**src/rtl/craft_pkg.sv**
```systemverilog
// Shared constants, scan FSM state type and helpers for the pixel scan generator.
package craft_pkg;

    localparam int unsigned H_RES_DEFAULT = 800;
    localparam int unsigned V_RES_DEFAULT = 600;
    localparam int unsigned MAX_SPP_LOG2  = 7;
    localparam int unsigned COORD_W       = 10;
    localparam int unsigned SAMPLE_W      = MAX_SPP_LOG2;
    localparam int unsigned SPP_W         = 3;
    localparam int unsigned COUNT_W       = 16;

    typedef enum logic [1:0] {
        StIdle  = 2'd0,
        StScan  = 2'd1,
        StDrain = 2'd2,
        StDone  = 2'd3
    } scan_state_e;

    // Highest sample index for a pixel: 2^spp_log2 - 1.
    function automatic logic [SAMPLE_W-1:0] last_sample(input logic [SPP_W-1:0] spp_log2);
        logic [SAMPLE_W:0] one_hot;
        one_hot = (SAMPLE_W + 1)'(1) << spp_log2;
        return SAMPLE_W'(one_hot - 1'b1);
    endfunction

endpackage

```
**src/rtl/valid_delay_line.sv**
```systemverilog
// Enable-gated shift register that models the downstream sampler pipeline depth.
module valid_delay_line #(
    parameter int unsigned DEPTH = 3,
    parameter int unsigned WIDTH = 2
) (
    input  logic             clk,
    input  logic             rst,
    input  logic             enable,
    input  logic [WIDTH-1:0] din,
    output logic [WIDTH-1:0] dout
);

    logic [WIDTH-1:0] stage_q [DEPTH];

    always_ff @(posedge clk or posedge rst) begin
        if (rst) begin
            for (int unsigned i = 0; i < DEPTH; i++) begin
                stage_q[i] <= '0;
            end
        end else if (enable) begin
            stage_q[0] <= din;
            for (int unsigned i = 1; i < DEPTH; i++) begin
                stage_q[i] <= stage_q[i-1];
            end
        end
    end

    assign dout = stage_q[DEPTH-1];

endmodule

```
**src/rtl/pixel_scan_generator.sv**
```systemverilog
// Walks every sample of every pixel of one frame in raster order, then drains the
// sampler pipeline before signalling frame completion.
module pixel_scan_generator
    import craft_pkg::*;
#(
    parameter int unsigned H_RES           = H_RES_DEFAULT,
    parameter int unsigned V_RES           = V_RES_DEFAULT,
    parameter int unsigned SAMPLER_LATENCY = 3
) (
    input  logic                clk,
    input  logic                rst,
    input  logic                start,
    input  logic                stall,
    input  logic [SPP_W-1:0]    spp_log2,
    output logic [COORD_W-1:0]  pixel_x,
    output logic [COORD_W-1:0]  pixel_y,
    output logic [SAMPLE_W-1:0] sample_idx,
    output logic                pixel_valid,
    output logic                out_valid,
    output logic                out_last,
    output logic                busy,
    output logic                frame_done,
    output logic [COUNT_W-1:0]  frame_count
);

    localparam int unsigned DRAIN_W = (SAMPLER_LATENCY > 1) ? $clog2(SAMPLER_LATENCY) : 1;
    localparam logic [COORD_W-1:0] X_LAST     = COORD_W'(H_RES - 1);
    localparam logic [COORD_W-1:0] Y_LAST     = COORD_W'(V_RES - 1);
    localparam logic [DRAIN_W-1:0] DRAIN_LAST = DRAIN_W'(SAMPLER_LATENCY - 1);

    scan_state_e          state_q, state_d;
    logic [COORD_W-1:0]   x_q, x_d;
    logic [COORD_W-1:0]   y_q, y_d;
    logic [SAMPLE_W-1:0]  s_q, s_d;
    logic                 valid_q, valid_d;
    logic [SPP_W-1:0]     spp_q, spp_d;
    logic [DRAIN_W-1:0]   drain_q, drain_d;
    logic [COUNT_W-1:0]   count_q, count_d;

    logic                 at_sample_end;
    logic                 at_row_end;
    logic                 at_frame_end;
    logic                 req_last;
    logic [1:0]           delay_dout;

    assign at_sample_end = (s_q == last_sample(spp_q));
    assign at_row_end    = (x_q == X_LAST);
    assign at_frame_end  = at_sample_end && at_row_end && (y_q == Y_LAST);
    assign req_last      = valid_q && at_frame_end;

    always_comb begin
        state_d = state_q;
        x_d     = x_q;
        y_d     = y_q;
        s_d     = s_q;
        valid_d = valid_q;
        spp_d   = spp_q;
        drain_d = drain_q;
        count_d = count_q;
        if (!stall) begin
            unique case (state_q)
                StIdle: begin
                    if (start) begin
                        state_d = StScan;
                        x_d     = '0;
                        y_d     = '0;
                        s_d     = '0;
                        valid_d = 1'b1;
                        spp_d   = spp_log2;
                    end
                end
                StScan: begin
                    if (at_frame_end) begin
                        state_d = StDrain;
                        valid_d = 1'b0;
                        drain_d = '0;
                    end else if (!at_sample_end) begin
                        s_d = s_q + 1'b1;
                    end else begin
                        s_d = '0;
                        if (at_row_end) begin
                            x_d = '0;
                            y_d = y_q + 1'b1;
                        end else begin
                            x_d = x_q + 1'b1;
                        end
                    end
                end
                StDrain: begin
                    // The last request enters the delay line on the SCAN->DRAIN edge, so it
                    // reaches the output on the final enabled DRAIN cycle.
                    if (drain_q == DRAIN_LAST) begin
                        state_d = StDone;
                    end else begin
                        drain_d = drain_q + 1'b1;
                    end
                end
                StDone: begin
                    state_d = StIdle;
                    count_d = count_q + 1'b1;
                end
                default: state_d = StIdle;
            endcase
        end
    end

    always_ff @(posedge clk or posedge rst) begin
        if (rst) begin
            state_q <= StIdle;
            x_q     <= '0;
            y_q     <= '0;
            s_q     <= '0;
            valid_q <= 1'b0;
            spp_q   <= '0;
            drain_q <= '0;
            count_q <= '0;
        end else begin
            state_q <= state_d;
            x_q     <= x_d;
            y_q     <= y_d;
            s_q     <= s_d;
            valid_q <= valid_d;
            spp_q   <= spp_d;
            drain_q <= drain_d;
            count_q <= count_d;
        end
    end

    valid_delay_line #(
        .DEPTH (SAMPLER_LATENCY),
        .WIDTH (2)
    ) u_delay (
        .clk    (clk),
        .rst    (rst),
        .enable (!stall),
        .din    ({valid_q, req_last}),
        .dout   (delay_dout)
    );

    assign pixel_x     = x_q;
    assign pixel_y     = y_q;
    assign sample_idx  = s_q;
    assign pixel_valid = valid_q;
    assign out_valid   = delay_dout[1];
    assign out_last    = delay_dout[0];
    assign busy        = (state_q != StIdle);
    // Gated by stall so a held DONE state yields a single pulse on the cycle it actually exits.
    assign frame_done  = (state_q == StDone) && !stall;
    assign frame_count = count_q;

endmodule

```
**config.mk**
```make
export PLATFORM = sky130hd
export DESIGN_NAME = pixel_scan_generator
export DESIGN_NICKNAME = d
export VERILOG_FILES = /design/src/rtl/craft_pkg.sv /design/src/rtl/valid_delay_line.sv /design/src/rtl/pixel_scan_generator.sv
export SDC_FILE = /design/constraint.sdc
export NUM_CORES = 1
export LEC_CHECK = 0
export ABC_AREA = 0
export CORE_AREA = 2 2 73 102
export CTS_CLUSTER_DIAMETER = 80
export CTS_CLUSTER_SIZE = 10
export DETAILED_ROUTE_END_ITERATION = 6
export DIE_AREA = 0 0 75 104
export PLACE_DENSITY = 0.82
export SLEW_MARGIN = 30
export SYNTH_ARGS = -nofsm -noshare
export SYNTH_HDL_FRONTEND = slang
export SYNTH_HIERARCHICAL = 1
export SYNTH_SLANG_ARGS = --single-unit
```
**constraint.sdc**
```tcl
create_clock -name clk -period 2.7 [get_ports clk]
set_input_delay 0.54 -clock clk [delete_from_list [all_inputs] [get_ports clk]]
set_output_delay 0.54 -clock clk [all_outputs]
set_load 0.03 [all_outputs]
```
======== After elaboration in Yosys (flattened, before gate mapping) ========
Index checks and enable logic that the tools add are counted.
word-level totals
  flip-flop bits (word level) ............. 57
  bits of input ports ..................... 7
cells by class
  add/sub/neg operators ................... 6
  eq/ne operators ......................... 14
  shifts and indexed selects .............. 1
  multiplexer cells ....................... 23
  bitwise gates (word level) .............. 1
  reductions and logical operators ........ 17
operator list
  kind                                                                    count
  10-bit 2-to-1 mux                                                       7
  10-bit case mux with 2 select lines                                     2
  7-bit 2-to-1 mux                                                        3
  10-bit by 1-bit adder with 10-bit output (second input constant)        2
  10-bit equality test (second input constant)                            2
  16-bit by 1-bit adder with 16-bit output (second input constant)        1
  4-bit AND reduction                                                     4
  2-bit inequality test (second input constant)                           7
  7-bit case mux with 2 select lines                                      1
  2-bit 2-to-1 mux                                                        5
  2-bit case mux with 4 select lines                                      1
  7-bit by 1-bit adder with 7-bit output (second input constant)          1
  7-bit equality test                                                     1
  1-bit by 3-bit left shift with 7-bit output (first input constant)      1
  7-bit by 1-bit subtractor with 7-bit output (second input constant)     1
  2-bit equality test (second input constant)                             3
  6-bit AND reduction                                                     1
  2-bit nonzero test                                                      3
  5-bit AND reduction                                                     1
  1-bit logical AND                                                       4
  2-bit case mux with 2 select lines                                      1
  3-bit AND reduction                                                     1
  2-bit by 1-bit adder with 2-bit output (second input constant)          1
  2-bit by 1-bit equality test with 1-bit output (second input constant)  1
  other kinds (6)                                                         7

======== Depth between registers and ports, before layout ========
Gate-level depths: netlist of run 1.
  word-level depth ........................ 7
  depth in mapped cells ................... 13
  depth with buffers taken out ............ 10

======== Cells and area by module ========
Netlist of run 1, hierarchy kept.
by module, submodules not included
  module                instances  cells each  area an instance (um2)
  pixel_scan_generator  1          305         2,949.1
  valid_delay_line      1          16          270.3

======== Least setup slack after synthesis of run 1 ========
Ideal clock, no wire load.
  path kind ............................... register to register
  from .................................... reg spp_q[1]
  to ...................................... reg state_q[1]
  library setup time ...................... 0.128 ns
  data arrival time ....................... 2.724 ns
  setup slack ............................. -0.151 ns
  cell stages (with the launch flop) ...... 13
  period minus slack after synthesis ...... 2.851 ns
  cells stage by stage .................... dfrtp_1 buf_6 nor2_1 nand2_1 ha_1 buf_2 xor2_1 mux2i_1 o21ai_2 a311o_2 a21o_2 nor2_2 mux2_1
on the way
  word-level cells in the longest chain between the ends .. 7
RTL lines
  what                                         line                         text
  from (decl)                                  pixel_scan_generator.sv:36   logic [SPP_W-1:0] spp_q, spp_d;
  from (signal assigned)                       pixel_scan_generator.sv:123  spp_q <= spp_d;
  1-bit by 3-bit left shift with 7-bit output  craft_pkg.sv:22              one_hot = (SAMPLE_W + 1)'(1) << spp_log2;
  7-bit by 1-bit subtractor with 7-bit output  craft_pkg.sv:23              return SAMPLE_W'(one_hot - 1'b1);
  7-bit equality test                          pixel_scan_generator.sv:46   assign at_sample_end = (s_q == last_sample(spp_q));
  1-bit logical AND (2 in a row)               pixel_scan_generator.sv:48   assign at_frame_end = at_sample_end && at_row_end && (y_q == Y_LAST);
  2-bit inequality test (no line)              -
  4-bit AND reduction (no line)                -
  to (signal assigned)                         pixel_scan_generator.sv:109  state_q <= StIdle;
  to (signal assigned)                         pixel_scan_generator.sv:118  state_q <= state_d;
  to (decl)                                    pixel_scan_generator.sv:31   scan_state_e state_q, state_d;
No other way between the ends.
A chain may end at the register's enable or synchronous reset.

======== Final worst setup path of run 1 ========
  from .................................... reg spp_q[2]
  to ...................................... reg y_q[7], in the netlist pixel_y[7]
on the way
  word-level cells in the longest chain between the ends .. 7
RTL lines
  what                                           line                         text
  1-bit by 3-bit left shift with 7-bit output *  craft_pkg.sv:22
  7-bit by 1-bit subtractor with 7-bit output *  craft_pkg.sv:23
  7-bit equality test *                          pixel_scan_generator.sv:46
  1-bit logical AND (2 in a row)                 pixel_scan_generator.sv:48
  2-bit inequality test (no line)                -
  6-bit AND reduction (no line) *                -
  to (signal assigned)                           pixel_scan_generator.sv:120  y_q <= y_d;
  to (decl)                                      pixel_scan_generator.sv:33   logic [COORD_W-1:0] y_q, y_d;
Every way passes the cells marked *; elsewhere a longest branch is shown, timed or not.

==> results of run 1 <==
cells in the final DEF (no fill, tap or decap), drive strengths merged, types with 8 or more instances in the layout:
master         Yosys  final
o21ai             18     18
inv               14     14
dfrtp             57     57
nand3             20     20
nand2             32     32
and3              14     14
nand4              9      9
nor2              20     20
buf                9     42
xor2               8      8
xnor2             11     11
ha                10     10
clkdlybuf4s50      0     53
mux2              12     12
clkbuf             2     14
per-stage QoR:
stage | utilization, % | std cells | worst slack, ns | hold WS [ns]
6_report | 65.5 | 516 | -0.0640 | 0.462
3_3_place_gp | 58.0 | 482 | 0.0159 | 0.458
4_1_cts | 61.7 | 498 | 0.00606 | 0.462
2_1_floorplan | - | 321 | -0.00138 | 0.331
5_1_grt | 65.5 | 516 | -0.165 | 0.484
3_5_place_dp | 58.0 | 482 | -0.116 | 0.461
path summary, 6_finish.rpt:
kind / from / to / slack (ns) / cells after the start
worst min-delay path: rst / u_delay/stage_q[4]$_DFFE_PP0P_ / 0.46 / 2
worst max-delay path: spp_q[2]$_DFFE_PP0P_ / pixel_y[7]$_DFFE_PP0P_ / -0.06 / 12
worst min register to register: frame_count[15]$_DFFE_PP0P_ / frame_count[15]$_DFFE_PP0P_ / 0.48 / 1
worst max register to register: spp_q[2]$_DFFE_PP0P_ / pixel_y[7]$_DFFE_PP0P_ / -0.06 / 12
min in group clk: frame_count[15]$_DFFE_PP0P_ / frame_count[15]$_DFFE_PP0P_ / 0.48 / 1
max in group asynchronous: rst / pixel_x[2]$_DFFE_PP0P_ / 1.39 / 3
power groups by stage:
stage               clock [mW]  combinational [mW]  sequential [mW]
global placement             0                1.75             1.26
detailed placement           0                1.81             1.27
finish                   0.831                2.21             1.28
CTS                      0.842                1.88             1.26
global route             0.878                2.35             1.31
floorplan                    0               0.973             1.46
layout make-up:
class                           count  area share [%]
Tap cell                           95            2.64
Sequential cell                    57            31.7
Timing Repair Buffer               95            19.3
Inverter                           14            1.17
Multi-Input combinational cell    239            40.7
Clock buffer                       14            3.83
Clock inverter                      2           0.777
registers in the layout (all words and copies together) (netlist names):
name,count
u_delay/dout,2
frame_count,16
spp_q,3
pixel_valid,1
pixel_y,10
sample_idx,7
state_q,2
u_delay/stage_q,4
pixel_x,10
drain_q,2
timing repair:
item,4_1_cts,5_1_grt
gates resized for setup,6,33
hold endpoints to repair,0,0
setup endpoints to repair,24,26
gates cloned,0,0
setup buffers,0,18
pin swaps,2,18
per-layer routing:
| metal | routed length, um | GRT usage, % | share of wire (%) | vias to the layer above |
|---|---|---|---|---|
| met5 | 0 | 0 | 0 | - |
| met4 | 111 | 7.53 | 1.3 | 0 |
| met3 | 354 | 4.65 | 4.2 | 10 |
| met2 | 4490 | 33.0 | 54 | 75 |
| met1 | 3380 | 25.5 | 41 | 1436 |
| li1 | - | - | - | 1365 |
cells by family after synthesis:
logic type      count (synthesis)
xor+xnor                       19
compound gates                 60
fa+ha+maj                      10
flops                          57
simple gates                  134
mux                            16
buf+inv                        25
worst max-delay path, delay by kind of cell (launching register included):
family | cells | cell delay (ns)
compound gates | 6 | 1.22
buf+inv | 2 | 0.40
simple gates | 3 | 0.41
fa+ha+maj | 1 | 0.19
flops | 1 | 0.42
==> summary.txt, run 1 <==
Status
  • Outcome: finished, violations left
  • Violated checks: setup timing

STA
  • Min Tclk post-route: 2.76 ns
  • Final Hold Fails: 0
  • Slew Viols, Final: 0
  • Slew margin rel.: a little over half
  • Fin worst setup slack: -0.0640 ns
  • TNS Setup: -0.441 ns
  • Period utilization: 102%
  • RSZ-0062 raised after global routing: true
  • Worst clock skew: about 0.0084 ns
  • Slew @ Worst Pin: approximately 0.7 ns
  • Final setup viols: 10
  • Max Fclk: 362 MHz

Finish
  • Area growth syn-to-layout: 40.1%
  • Proportion of layout cells with a drive suffix above 1: between 20% and 30%
  • Multi-input gate area: 1840 sq um
  • Fillers: 542
  • ANT cells: 0
  • Final Cell Area: 4510 sq um
  • Final nets: between 400 and 500
  • Register Area: 1430 sq um

Pwr
  • P_leak: 1.97 nW
  • Switching power: 1.75 mW
  • Internal: 2.57 mW
  • Logic gate share of total power: 51.1%
  • Seq pwr share: roughly 30%
  • Sw frac: between 40% and 50%
  • Worst IR drop on VDD: 0.485 mV
  • Clock group share of total power: 19.3%
  • Power Density: 957 nW/um^2
  • Tot Pwr: about 4.3 mW

Run
  • Total of max-cap violations: 0

Clocking
  • Worst skew pair latency: 0.33 ns
  • Clock root cell: clkbuf_8
  • H-tree Lvls: 3
  • Num CTS Buffers: 9
  • CTS sink cnt: 57
  • CTS hold repair buffers: 0
  • Max clock buf depth: 2
  • TritonCTS clock tree: built
  • Reg clk slew, reported paths: 0.06 ns

Routing
  • Post-route DRC: 0
  • DR vias/cell: 5.59
  • Via count: 2886
  • Wire length per cell: ~16 um
  • DRT Pass-1 Iters: 4
  • Final ANT Viol Nets: 0
  • First DRT Iteration DRCs: 116
  • Routed wire length: between 8000 and 9000 um

Setup path
  • Max incr delay on CP: 0.42 ns
  • Critical Path Sink Type: flip-flop
  • Cells along the critical path: nor2_4 > nand2_2 > ha_4 > and2b_1 > o22ai_1 > a21boi_0 > buf_4 > a311oi_4 > buf_4 > o221a_4 > a21oi_1 > a31o_2
  • Slowest CP cell: dfrtp_1
  • Arrival time at the worst endpoint: 2.99 ns
  • CP Max Fanout: 8
  • CP Data Required Time: between 2 and 3 ns
  • CP most frequent cell: buf_4
  • CP startpoint kind: flip-flop
  • Worst Setup Path Type: flip-flop to flip-flop

Die
  • Site row count: 36
  • Starting Density: 46.7%
  • Ports: 55
  • Die Area: just under 8000 sq um
  • Core ar.: 6890 sq um
  • Chip height: 104 um
  • Chip Width: about 75 um

Synthesis
  • Register bit total from synthesis: 57
  • Largest cells by area after synthesis: dfrtp_1, ha_1, nand2_1
  • Post-Synth XOR/XNOR Area: just over 5%
  • Post-synth top cells: dfrtp_1, nand2_1, nand3_1
  • Ys Warns: 6
  • Number of synthesized flops with an enable pin: 0
  • Synth Area in Compound Gates: ~14%
  • Seq/Total Area, Yosys: 44.3%
  • Ys async rst share: between 90% and 100%
  • Netlist cell types: 60
  • Syn Nets: 338
  • Mapped Avg Cell Area: ~10 sq um
  • Main combinational cell family by area after synthesis: simple AND/OR/NAND/NOR gates
  • Most frequent cell after synthesis: dfrtp_1
  • Most used DFF post-synth: dfrtp_1
  • Synth Area in Adders: 3.89%
  • Synth area leader: dfrtp_1
  • Synth top area share: 44.3%
  • Post-Synth Simple-Gate Area: 22.4%
  • Multiplexer share of the synthesized area: under 10%
  • Cell count after synthesis: 321
  • Post-synthesis cell area: 3220 sq um

Placed design
  • GP Congestion: 0.820
  • Post-DP HPWL: 5420 um
  • PortBufs: 54
  • Placed Instance Area: 4000 sq um

GRT
  • First-pass GRT wire length: 12400 um
  • Number of global-route vias before repair: 2675
  • Grt total ovfl: 0
  • Largest net degree at the start of global routing: 33
  • Global-route usage over all layers: 20.2%
  • Initial antenna violation count: 0

Hold path
  • HP Class: primary input to async pin
Note: power is estimated with default switching activity, not from simulation.
==> run 2, diff against run 1 <==
--- a/config.mk
+++ b/config.mk
@@ -11,6 +11,7 @@
 export CTS_CLUSTER_SIZE = 10
 export DETAILED_ROUTE_END_ITERATION = 6
 export DIE_AREA = 0 0 75 104
+export HOLD_SLACK_MARGIN = 0.03
 export PLACE_DENSITY = 0.82
 export SLEW_MARGIN = 30
 export SYNTH_ARGS = -nofsm -noshare
==> results of run 2 <==
Final layout, timing and power as in run 1 (identical DEF).
==> run 3, diff against run 2 <==
--- a/config.mk
+++ b/config.mk
@@ -12,7 +12,7 @@
 export DETAILED_ROUTE_END_ITERATION = 6
 export DIE_AREA = 0 0 75 104
 export HOLD_SLACK_MARGIN = 0.03
-export PLACE_DENSITY = 0.82
+export PLACE_DENSITY = 0.83
 export SLEW_MARGIN = 30
 export SYNTH_ARGS = -nofsm -noshare
 export SYNTH_HDL_FRONTEND = slang
==> run 3 against run 2 <==
Compared with the run above:
- the flow still finishes with violations (setup timing)
- first-iteration DRC count is 25% higher
- sequential power hardly changed
- clock power is 13% lower
- clock skew is 0.0017 ns higher
- setup slack worse by 0.0070 ns
- critical endpoint is now state_q[0]$_DFFE_PP0P_
- global-route usage is 0.070 points higher
- via count is 0.52% higher
- largest power group unchanged
==> summary.txt, run 3 (synthesis gave the netlist of run 1 again) <==
Status
  • Outcome: finished, violations left
  • Violated checks: setup timing

STA
  • Max Fclk: 361 MHz
  • TNS Setup: -0.440 ns
  • WHS: 0.461 ns
  • Slew @ Worst Pin: 0.576 ns
  • Final Hold Fails: 0
  • Worst clock skew: between 0.01 and 0.015 ns
  • Slew Viols, Final: 0
  • Fin worst setup slack: -0.0710 ns
  • RSZ-0062 raised after global routing: true
  • Final setup viols: 10
  • Slew margin rel.: 61.6%
  • Period utilization: 103%
  • Min Tclk post-route: 2.77 ns

Placed design
  • PortBufs: between 50 and 60
  • GP Congestion: 0.890
  • Post-DP HPWL: 5450 um
  • Placed Instance Area: 4070 sq um
  • Cells after DPL: a little under 500
  • Dpl ws: -0.117 ns

GRT
  • Largest net degree at the start of global routing: 31
  • First-pass GRT wire length: 12500 um
  • Grt total ovfl: 0
  • Initial antenna violation count: 0
  • Number of global-route vias before repair: 2772
  • Global-route usage over all layers: 20.3%

Routing
  • Routed wire length: 7940 um
  • DRT Pass-1 Iters: 4
  • Post-route DRC: 0
  • DR vias/cell: around 5.7
  • Wire length per cell: 15.5 um
  • Via count: slightly below 3000
  • Final ANT Viol Nets: 0
  • First DRT Iteration DRCs: 145

Setup path
  • CP startpoint kind: flip-flop
  • Arrival time at the worst endpoint: 2.99 ns
  • CP Data Required Time: roughly 2.9 ns
  • CP Max Fanout: 6
  • Worst Setup Path Type: flip-flop to flip-flop
  • Critical Path Sink Type: flip-flop

Die
  • Starting Density: 46.7%
  • Core ar.: 6890 sq um
  • Chip height: 104 um
  • Die Area: 7800 sq um
  • Ports: 55
  • Chip Width: about 75 um
  • Site row count: 36

Finish
  • Area growth syn-to-layout: 38.6%
  • Final core utilization: 64.7%
  • Final nets: 428
  • Proportion of layout cells with a drive suffix above 1: 22.8%
  • Number of flip-flops in the largest register: 16
  • Fillers: 534
  • Commonest cells after routing, fill and taps aside: dfrtp_1, clkdlybuf4s50_1, buf_4
  • Commonest non-fill, non-tap cell in the layout: dfrtp_1
  • ANT cells: 0
  • Final Cell Area: 4460 sq um
  • Finished Layout Cells: 511

Pwr
  • Power Density: 928 nW/um^2
  • Worst IR drop on VDD: 0.596 mV
  • P_leak: 1.92 nW
  • Tot Pwr: 4.14 mW

Clocking
  • Worst skew pair latency: ~0.35 ns
  • Reg clk slew, reported paths: 0.06 ns
  • TritonCTS clock tree: built
  • H-tree Lvls: 3
  • Num CTS Buffers: 9
  • Max clock buf depth: 2
  • CTS sink cnt: 57
  • Clock root cell: clkbuf_8

Hold path
  • HP Class: primary input to async pin

Run
  • Total of max-cap violations: 0
==> run 3: cell type report <==
cell class / instances / area (sq um) / area share (%)
Timing Repair Buffer: 90 / 840 / 18.8
Tap cell: 95 / 119 / 2.66
Clock inverter: 3 / 15.0 / 0.337
Inverter: 14 / 52.6 / 1.18
Sequential cell: 57 / 1430 / 32.0
Multi-Input combinational cell: 239 / 1850 / 41.5
Clock buffer: 13 / 159 / 3.56
==> run 3: routing by layer <==
layer	vias to the layer above	GRT usage [%]	share of wire [%]
met5	-	0	0
met4	0	8.04	1.5
met3	15	4.94	5.2
met2	87	34.4	53
met1	1452	23.8	40
li1	1347	-	-
==> run 3: worst max-delay path, cell delays in order, from the launching register on <==
cell,delay (ns)
dfrtp_1,0.43
buf_6,0.15
or4bb_1,0.54
mux2i_2,0.24
o21ai_4,0.10
a311o_2,0.38
buf_4,0.16
a21o_4,0.21
buf_4,0.16
o32a_1,0.28
==> run 3: worst paths after layout <==
check	from	endpoint	slack, ns	depth (start not counted)
setup / recovery	spp_q[0]$_DFFE_PP0P_	state_q[0]$_DFFE_PP0P_	-0.07	9
hold / removal	rst	u_delay/stage_q[2]$_DFFE_PP0P_	0.46	2
setup reg to reg	spp_q[0]$_DFFE_PP0P_	state_q[0]$_DFFE_PP0P_	-0.07	9
hold reg to reg	frame_count[15]$_DFFE_PP0P_	frame_count[15]$_DFFE_PP0P_	0.47	1
max in group asynchronous	rst	state_q[0]$_DFFE_PP0P_	1.59	3
min in group clk	frame_count[15]$_DFFE_PP0P_	frame_count[15]$_DFFE_PP0P_	0.47	1
==> run 3: power breakdown <==
part / total [mW] / leakage [nW] / switching, mW / internal, mW
sequential: 1.27 / 0.747 / 0.224 / 1.04
clock: 0.720 / 0.0932 / 0.342 / 0.379
combinational: 2.15 / 1.08 / 1.16 / 0.996
total: 4.14 / 1.92 / 1.72 / 2.42
==> run 3: timing repair <==
item                       4_1_cts  5_1_grt
pin swaps                        1        8
cloned                           0        0
setup endpoints to repair       25       26
hold buffers                     0        0
hold endpoints to repair         0        0
gates resized for setup          5       30
buffers inserted                 0        5
